### src/rtl/icache_line_fill_if.sv
// Bus bundle for the icache line-fill engine: the mm_* request/response
// handshake toward the cache and the 32-bit instruction SRAM port.
// slave  = the fill engine, master = its environment (cache + SRAM).
interface icache_line_fill_if #(
  parameter int SRAM_AW = 14
);
  logic               i_mm_rden;
  logic [31:0]        i_mm_addr;
  logic               o_mm_gnt;
  logic [127:0]       o_mm_rdata;
  logic               o_mm_rvalid;
  logic               o_sram_rden;
  logic [SRAM_AW-1:0] o_sram_addr;
  logic [31:0]        i_sram_rdata;
  logic               i_sram_busy;
  logic               o_fill_err;

  modport slave (
    input  i_mm_rden, i_mm_addr, i_sram_rdata, i_sram_busy,
    output o_mm_gnt, o_mm_rdata, o_mm_rvalid, o_sram_rden, o_sram_addr, o_fill_err
  );

  modport master (
    output i_mm_rden, i_mm_addr, i_sram_rdata, i_sram_busy,
    input  o_mm_gnt, o_mm_rdata, o_mm_rvalid, o_sram_rden, o_sram_addr, o_fill_err
  );
endinterface

### src/rtl/icache_line_fill.sv
// icache_line_fill: fetches one 128-bit line as 4 sequential 32-bit SRAM
// beats, assembles it and returns it with a single-cycle rvalid pulse.
// Beat issue stalls while the data port owns the SRAM (i_sram_busy).
// Optional feature macro: ICACHE_FILL_RANGE_CHK_EN -- out-of-range line
// requests answer immediately with a line of NOPs and o_fill_err.
module icache_line_fill #(
  parameter int          SRAM_AW     = 14,
  parameter int          SRAM_RD_LAT = 1,
  parameter logic [31:0] IMEM_BASE   = 32'h0000_0000
) (
  input  logic              i_clk,
  input  logic              i_rst,
  icache_line_fill_if.slave bus
);
  localparam int          LAW = SRAM_AW - 2;
  localparam logic [31:0] NOP = 32'h0000_0013;

  typedef enum logic [1:0] {IDLE, ISSUE, DRAIN, RESP} state_t;

  state_t                 state_q, state_d;
  logic [LAW-1:0]         line_addr_q, line_addr_d;
  logic [1:0]             issue_cnt_q, issue_cnt_d;
  logic [1:0]             ret_cnt_q, ret_cnt_d;
  logic [SRAM_RD_LAT-1:0] vld_pipe_q, vld_pipe_d;
  logic [3:0][31:0]       line_q, line_d;
  logic [127:0]           rdata_q, rdata_d;
  logic                   rvalid_q, rvalid_d;
  logic                   err_q, err_d;
  logic                   gnt, strobe, ret_vld, out_of_range;

  // Grant is combinational and only offered from IDLE; masked during reset
  // so every output reads 0 while i_rst is high.
  assign gnt     = (state_q == IDLE) && bus.i_mm_rden && !i_rst;
  assign strobe  = (state_q == ISSUE) && !bus.i_sram_busy;
  assign ret_vld = vld_pipe_q[SRAM_RD_LAT-1];

`ifdef ICACHE_FILL_RANGE_CHK_EN
  assign out_of_range = bus.i_mm_addr[31:SRAM_AW+2] != IMEM_BASE[31:SRAM_AW+2];
  logic unused_addr;
  assign unused_addr = ^bus.i_mm_addr[3:0];
`else
  // Upper address bits alias into the SRAM; nothing is ever out of range.
  assign out_of_range = 1'b0;
  logic unused_cfg;
  assign unused_cfg = ^{bus.i_mm_addr[31:SRAM_AW+2], bus.i_mm_addr[3:0], IMEM_BASE};
`endif

  // Next-state: FSM, beat issue, return tracking and line assembly.
  always_comb begin
    state_d     = state_q;
    line_addr_d = line_addr_q;
    issue_cnt_d = issue_cnt_q;
    ret_cnt_d   = ret_cnt_q;
    line_d      = line_q;
    rdata_d     = rdata_q;
    rvalid_d    = 1'b0;
    err_d       = 1'b0;

    // Each strobe is tagged and its data lands SRAM_RD_LAT cycles later,
    // independent of busy.
    vld_pipe_d[0] = strobe;
    for (int k = 1; k < SRAM_RD_LAT; k++) vld_pipe_d[k] = vld_pipe_q[k-1];

    if (ret_vld) begin
      line_d[ret_cnt_q] = bus.i_sram_rdata;
      ret_cnt_d         = ret_cnt_q + 2'd1;
    end

    case (state_q)
      IDLE: if (gnt) begin
        line_addr_d = bus.i_mm_addr[SRAM_AW+1:4];
        issue_cnt_d = 2'd0;
        ret_cnt_d   = 2'd0;
        if (out_of_range) begin
          state_d  = RESP;
          rvalid_d = 1'b1;
          err_d    = 1'b1;
          rdata_d  = {4{NOP}};
        end else begin
          state_d = ISSUE;
        end
      end
      ISSUE: if (strobe) begin
        issue_cnt_d = issue_cnt_q + 2'd1;
        if (issue_cnt_q == 2'd3) state_d = DRAIN;
      end
      // Last beat is merged straight into the output so rvalid follows it
      // by one cycle; o_mm_rdata keeps the previous line until then.
      DRAIN: if (ret_vld && ret_cnt_q == 2'd3) begin
        state_d  = RESP;
        rvalid_d = 1'b1;
        rdata_d  = {bus.i_sram_rdata, line_q[2], line_q[1], line_q[0]};
      end
      RESP: state_d = IDLE;
      default: state_d = IDLE;
    endcase
  end

  // State registers; async reset also drops any SRAM data still in flight.
  always_ff @(posedge i_clk or posedge i_rst) begin
    if (i_rst) begin
      state_q     <= IDLE;
      line_addr_q <= '0;
      issue_cnt_q <= '0;
      ret_cnt_q   <= '0;
      vld_pipe_q  <= '0;
      line_q      <= '0;
      rdata_q     <= '0;
      rvalid_q    <= 1'b0;
      err_q       <= 1'b0;
    end else begin
      state_q     <= state_d;
      line_addr_q <= line_addr_d;
      issue_cnt_q <= issue_cnt_d;
      ret_cnt_q   <= ret_cnt_d;
      vld_pipe_q  <= vld_pipe_d;
      line_q      <= line_d;
      rdata_q     <= rdata_d;
      rvalid_q    <= rvalid_d;
      err_q       <= err_d;
    end
  end

  assign bus.o_mm_gnt    = gnt;
  assign bus.o_sram_rden = strobe;
  // Beat index sits below line_addr, so it can never carry into it.
  assign bus.o_sram_addr = {line_addr_q, issue_cnt_q};
  assign bus.o_mm_rdata  = rdata_q;
  assign bus.o_mm_rvalid = rvalid_q;
  assign bus.o_fill_err  = err_q;
endmodule

### src/flat_wrapper.sv
// flat-port wrapper written by rule: the top's interface ports become plain ports
module icache_line_fill_flat 
#(
  parameter int          SRAM_AW     = 14,
  parameter int          SRAM_RD_LAT = 1,
  parameter logic [31:0] IMEM_BASE   = 32'h0000_0000
)
  (i_clk, i_rst, bus_i_mm_rden, bus_i_mm_addr, bus_i_sram_rdata, bus_i_sram_busy, bus_o_mm_gnt, bus_o_mm_rdata, bus_o_mm_rvalid, bus_o_sram_rden, bus_o_sram_addr, bus_o_fill_err);
  icache_line_fill_if #(.SRAM_AW(SRAM_AW)) bus_i ();
  input  logic i_clk;
  input  logic i_rst;
  input wire logic [$bits(bus_i.i_mm_rden)-1:0] bus_i_mm_rden;
  input wire logic [$bits(bus_i.i_mm_addr)-1:0] bus_i_mm_addr;
  input wire logic [$bits(bus_i.i_sram_rdata)-1:0] bus_i_sram_rdata;
  input wire logic [$bits(bus_i.i_sram_busy)-1:0] bus_i_sram_busy;
  output wire logic [$bits(bus_i.o_mm_gnt)-1:0] bus_o_mm_gnt;
  output wire logic [$bits(bus_i.o_mm_rdata)-1:0] bus_o_mm_rdata;
  output wire logic [$bits(bus_i.o_mm_rvalid)-1:0] bus_o_mm_rvalid;
  output wire logic [$bits(bus_i.o_sram_rden)-1:0] bus_o_sram_rden;
  output wire logic [$bits(bus_i.o_sram_addr)-1:0] bus_o_sram_addr;
  output wire logic [$bits(bus_i.o_fill_err)-1:0] bus_o_fill_err;
  assign bus_i.i_mm_rden = bus_i_mm_rden;
  assign bus_i.i_mm_addr = bus_i_mm_addr;
  assign bus_i.i_sram_rdata = bus_i_sram_rdata;
  assign bus_i.i_sram_busy = bus_i_sram_busy;
  assign bus_o_mm_gnt = bus_i.o_mm_gnt;
  assign bus_o_mm_rdata = bus_i.o_mm_rdata;
  assign bus_o_mm_rvalid = bus_i.o_mm_rvalid;
  assign bus_o_sram_rden = bus_i.o_sram_rden;
  assign bus_o_sram_addr = bus_i.o_sram_addr;
  assign bus_o_fill_err = bus_i.o_fill_err;
  icache_line_fill #(.SRAM_AW(SRAM_AW), .SRAM_RD_LAT(SRAM_RD_LAT), .IMEM_BASE(IMEM_BASE)) u_core (.i_clk(i_clk), .i_rst(i_rst), .bus(bus_i));
endmodule
### config.mk
export PLATFORM = sky130hd
export DESIGN_NAME = icache_line_fill_flat
export DESIGN_NICKNAME = d
export VERILOG_FILES = /design/src/rtl/icache_line_fill_if.sv /design/src/rtl/icache_line_fill.sv /design/src/flat_wrapper.sv
export SDC_FILE = /design/constraint.sdc
export NUM_CORES = 1
export LEC_CHECK = 0
export CAP_MARGIN = 5
export CORE_AREA = 2 2 167 169
export DETAILED_ROUTE_END_ITERATION = 6
export DIE_AREA = 0 0 169 171
export MAX_ROUTING_LAYER = met4
export PLACE_DENSITY_LB_ADDON = 0.3
export SLEW_MARGIN = 10
export SYNTH_ARGS = -nofsm -noshare
export SYNTH_HDL_FRONTEND = slang
export SYNTH_SLANG_ARGS = --single-unit
### constraint.sdc
create_clock -name i_clk -period 11.5 [get_ports i_clk]
set_input_delay 2.3 -clock i_clk [delete_from_list [all_inputs] [get_ports i_clk]]
set_output_delay 2.3 -clock i_clk [all_outputs]
set_load 0.02 [all_outputs]
Yosys cells after proc, flatten, opt, wreduce, memory -nomap -nowiden
Cells that the tools add are included.
{"block": "totals", "out_inout_bits": 146, "input_bits": 68, "register_bits": 276, "elab_cells": 53}
{"block": "classes", "order_cmp": 2, "reduce_logical": 13, "eq_ne": 9, "add_sub_neg": 2, "muxes": 16}
{"operator": "$bwmux W128", "count": 1}
{"operator": "$demux W32 S2", "count": 1}
{"operator": "$mux W32", "count": 1}
{"operator": "$mux W2", "count": 9}
{"operator": "$eq A2 B2 Y1 const B", "count": 4}
{"operator": "$pmux W2 S4", "count": 1}
{"operator": "$logic_and A1 B1 Y1", "count": 5}
{"operator": "$add A2 B1 Y2 const B", "count": 2}
{"operator": "$ne A2 B1 Y1 const B", "count": 2}
{"operator": "$ne A2 B2 Y1 const B", "count": 2}
{"operator": "$pmux W2 S2", "count": 1}
{"operator": "$reduce_and A2 Y1", "count": 2}
{"operator": "$reduce_and A4 Y1", "count": 1}
{"operator": "$lt A2 B3 Y1 const B", "count": 1}
{"operator": "$reduce_and A3 Y1", "count": 1}
{"operator": "$eq A2 B1 Y1 const B", "count": 1}
{"operator": "$ge A2 B1 Y1 const B", "count": 1}
{"operator": "$logic_not A1 Y1", "count": 2}
{"operator": "$logic_not A2 Y1", "count": 1}
{"operator": "$mux W1", "count": 2}
{"operator": "$reduce_bool A2 Y1", "count": 1}

Longest topological paths before layout
{"block": "logic_depth", "depth_word": 5, "depth_mapped": 7, "ltp_nobuf": 5}

Least setup slack after synthesis
OpenSTA, ideal clock, no wires.
{"block": "synth_timing", "path_type": "input port to output port", "startpoint": "input i_rst", "endpoint": "output bus_o_mm_gnt", "path_buffers": 2, "setup_slack_ns": 1.002, "t_required_ns": 9.200, "path_stages": 4, "arrival_time_ns": 8.198, "cell_sequence": "inv_1 and3_1 buf_4 buf_6"}
{"block": "synth_via", "elab_chain_cells": 2}
{"item": "from (decl)", "line_no": "flat_wrapper.sv:11", "rtl": "input logic i_rst;"}
{"item": "$logic_not A1 Y1", "line_no": "icache_line_fill.sv:33", "rtl": "assign gnt = (state_q == IDLE) && bus.i_mm_rden && !i_rst;"}
{"item": "$logic_and A1 B1 Y1", "line_no": "icache_line_fill.sv:33"}
{"item": "to (decl)", "line_no": "flat_wrapper.sv:16", "rtl": "output wire logic [$bits(bus_i.o_mm_gnt)-1:0] bus_o_mm_gnt;"}
No other way between the ends.

Final worst setup path
Same ends and word-level chain as after synthesis.

==> results_dict.tcl <==
set metrics [dict create \
    synth_ff_type "dfrtp_1" \
    hold_path_class "reg2reg" \
    dp.cells 1060 \
    p_clk_frac 0.269 \
    cts-resized-gates 0 \
    clk_path_buf_depth 3 \
    cts-buffers-inserted 27 \
    grt.met2_usage 0.214 \
    dp_hpwl_microns 11700 \
    drive_gt1_frac 0.382 \
    cp_num_buf_inv 3 \
    placed_area_sq_mm 0.0116 \
    fin_hold_ws_ns 0.497 \
    antenna_found_initial 0 \
    die_area_sq_mm 0.0289 \
    finalPower_mw 3.33 \
    cts_tree "yes" \
    grt.overflow.total 0 \
    avgRoutedWirePerCell_microns 17.2 \
    place_ws_ns 4.24 \
    rsz0062_at_grt "false" \
    setup_viol 0 \
    fin_area_sq_mm 0.0125 \
    slew-limit-headroom 0.273 \
    hold_buffers 0 \
    slew_viol_final 0 \
    arrival_ns 4.84 \
    fin_crit_ns 7.14 \
    num_rows 61 \
    p_comb_frac 0.319 \
    root_buffer "clkbuf_16" \
    criticalPathCategory "in2out" \
    first_pass_iters 4 \
    power.density_mw_per_mm2 267 \
    dr.first_iter.drc_count 211 \
    nNetsFinal 819 \
    vdd_drop_max_mv 0.140 \
    outcome "finished clean" \
    cts_max_level 1 \
    p_int_mw 2.36 \
    ys_seq_elements 244 \
    final_cell_mix "244 x dfrtp_1, 218 x mux2_2, 192 x clkdlybuf4s50_1, 27 x clkbuf_16, 19 x mux2_4" \
    die_h_microns 171 \
    p_seq_frac 0.412 \
    clkTransAtPathRegs_ns 0.06 \
    p_switching_mw 0.970 \
    core_sq_mm 0.0273 \
    slowest_stage "clkdlybuf4s50_1" \
    crit_family "buffers and inverters" \
    vias 5169 \
    cpMostUsedCell "clkdlybuf4s50_1" \
    cp_data_required_time_ns 9.20 \
    ys_types 26 \
    multi_input_area_sq_mm 0.00303 \
    final_cells 1110 \
    clk_latency_ns 0.53 \
    syn_inst 545 \
    cts_setup_buffers 0 \
    hold_viol_final 0 \
    top_usage_layer "met2" \
    ant_nets 0 \
    max_freq_mhz 140 \
    postLayoutSetupSlackWorst_ns 4.36 \
    grt_util_all_layers 0.137 \
    setup_tns_ns 0 \
    drt-total-wl_microns 19100 \
    regArea_sq_mm 0.00611 \
    switching_share 0.291 \
    cp_cell_sequence "clkdlybuf4s50_1 -> inv_8 -> and3_1 -> clkdlybuf4s50_1" \
    start_util 0.342 \
    drv_cap 0 \
    portBuffers 192 \
    synthesis.nets 621 \
    start_kind "input pin" \
    slowest_delay_ns 0.73 \
    ys_warn_count 0 \
    fin_skew_ns 0.0155 \
    num_antenna_cells 0 \
    fillers 2475 \
    syn_area_sq_mm 0.00935 \
    grt_use_met1 0.177 \
    grt_pass1_wl_microns 30400 \
    leakagePower_nw 5.59 \
    endpoint_kind "output port" \
    min_period_over_period 0.621 \
    synth-seq-area-share 0.653 \
    vias_per_cell 4.66 \
    pin_count 214 \
    grt_max_degree 108 \
    globalplace.congestion 0.670 \
    utilization 0.457 \
    syn_avg_cell_area_sq_um 17.2 \
    synthArstFlopShare 1.00 \
    layout_commonest_cell "dfrtp_1" \
    worst_pin_slew_ns 1.09 \
    die_w_microns 169 \
    cts.sinks 244 \
    use_met3 0.0382 \
    path_max_fanout 107 \
    synth-edff-count 0 \
    drc 0 \
    synthToLayoutAreaGrowth_pct 33.5 \
    grt_pass1_vias 5432 \
]
## metal layers
layer / routed length [microns] / part of all wire / up-vias
li1: - / - / 2319
met4: 450 / 0.024 / 0
met2: 8730 / 0.46 / 143
met5: 0 / 0 / -
met1: 8560 / 0.45 / 2668
met3: 1340 / 0.070 / 39
## area by class of cell
type                            instances  share of cell area
Clock buffer                           38              0.0614
Inverter                                7             0.00291
Timing Repair Buffer                  195               0.156
Sequential cell                       244               0.489
Clock inverter                         12              0.0133
Multi-Input combinational cell        268               0.243
Tap cell                              346              0.0347
## flip-flops by register name (all words and copies together), names as in the netlist
| name | flops |
|---|---|
| u_core.ret_cnt_q | 2 |
| u_core.line_addr_q | 12 |
| u_core.issue_cnt_q | 2 |
| u_core.state_q | 2 |
| u_core.bus.o_mm_rvalid | 1 |
| u_core.line_q | 96 |
| u_core.bus.o_mm_rdata | 128 |
| u_core.ret_vld | 1 |
## worst paths after layout
| path | from | end | slack (ns) | depth (start not counted) |
|---|---|---|---|---|
| min reg2reg | u_core.line_q[87] | u_core.bus.o_mm_rdata[87] | 0.50 | 1 |
| max | i_rst | bus_o_mm_gnt | 4.36 | 4 |
| min | u_core.line_q[87] | u_core.bus.o_mm_rdata[87] | 0.50 | 1 |
| max in group asynchronous | i_rst | u_core.line_q[48] | 7.68 | 3 |
| min in group asynchronous | i_rst | u_core.issue_cnt_q[0] | 2.36 | 2 |
| max reg2reg | u_core.state_q[0] | u_core.bus.o_mm_rdata[76] | 8.22 | 6 |
## synthesized netlist by cell type (2+ instances only)
cell type,count,area [sq um]
dfrtp_1,244,6110
mux2_2,218,2450
mux2_4,19,285
buf_2,12,60.1
buf_4,9,67.6
ha_1,8,100
inv_1,6,22.5
nor2_1,5,18.8
buf_6,3,33.8
nand2_1,3,11.3
buf_8,2,30.0
mux2i_1,2,20.0
## kinds of logic (layout without fill, tap and decap cells)
family / Yosys count / count (layout) / share of synthesized area
AO/OA/AOI/OAI: 5 / 5 / 0.00642
XOR/XNOR: 1 / 1 / 0.000937
adder cells (fa/ha/maj): 8 / 8 / 0.0107
buffers and inverters: 33 / 252 / 0.0236
flip-flops: 244 / 244 / 0.653
multiplexers: 240 / 240 / 0.296
other: 1 / 1 / 0.000401
AND/OR/NAND/NOR: 13 / 13 / 0.00857
## worst register-to-register path: stages (launching register included)
cell	delay, ns
dfrtp_1	0.37
inv_1	0.09
ha_1	0.23
nand3_4	0.48
inv_4	0.75
buf_4	0.78
mux2_2	0.45
## power groups by stage
stage | sequential, mW | clock [mW] | combinational [mW]
CTS | 1.38 | 0.927 | 1.08
finish | 1.37 | 0.896 | 1.06
global route | 1.42 | 0.963 | 1.14
floorplan | 1.56 | 0 | 0.438
detailed placement | 1.39 | 0 | 1.08
global placement | 1.38 | 0 | 1.07
(Power assumes the default switching activity.)
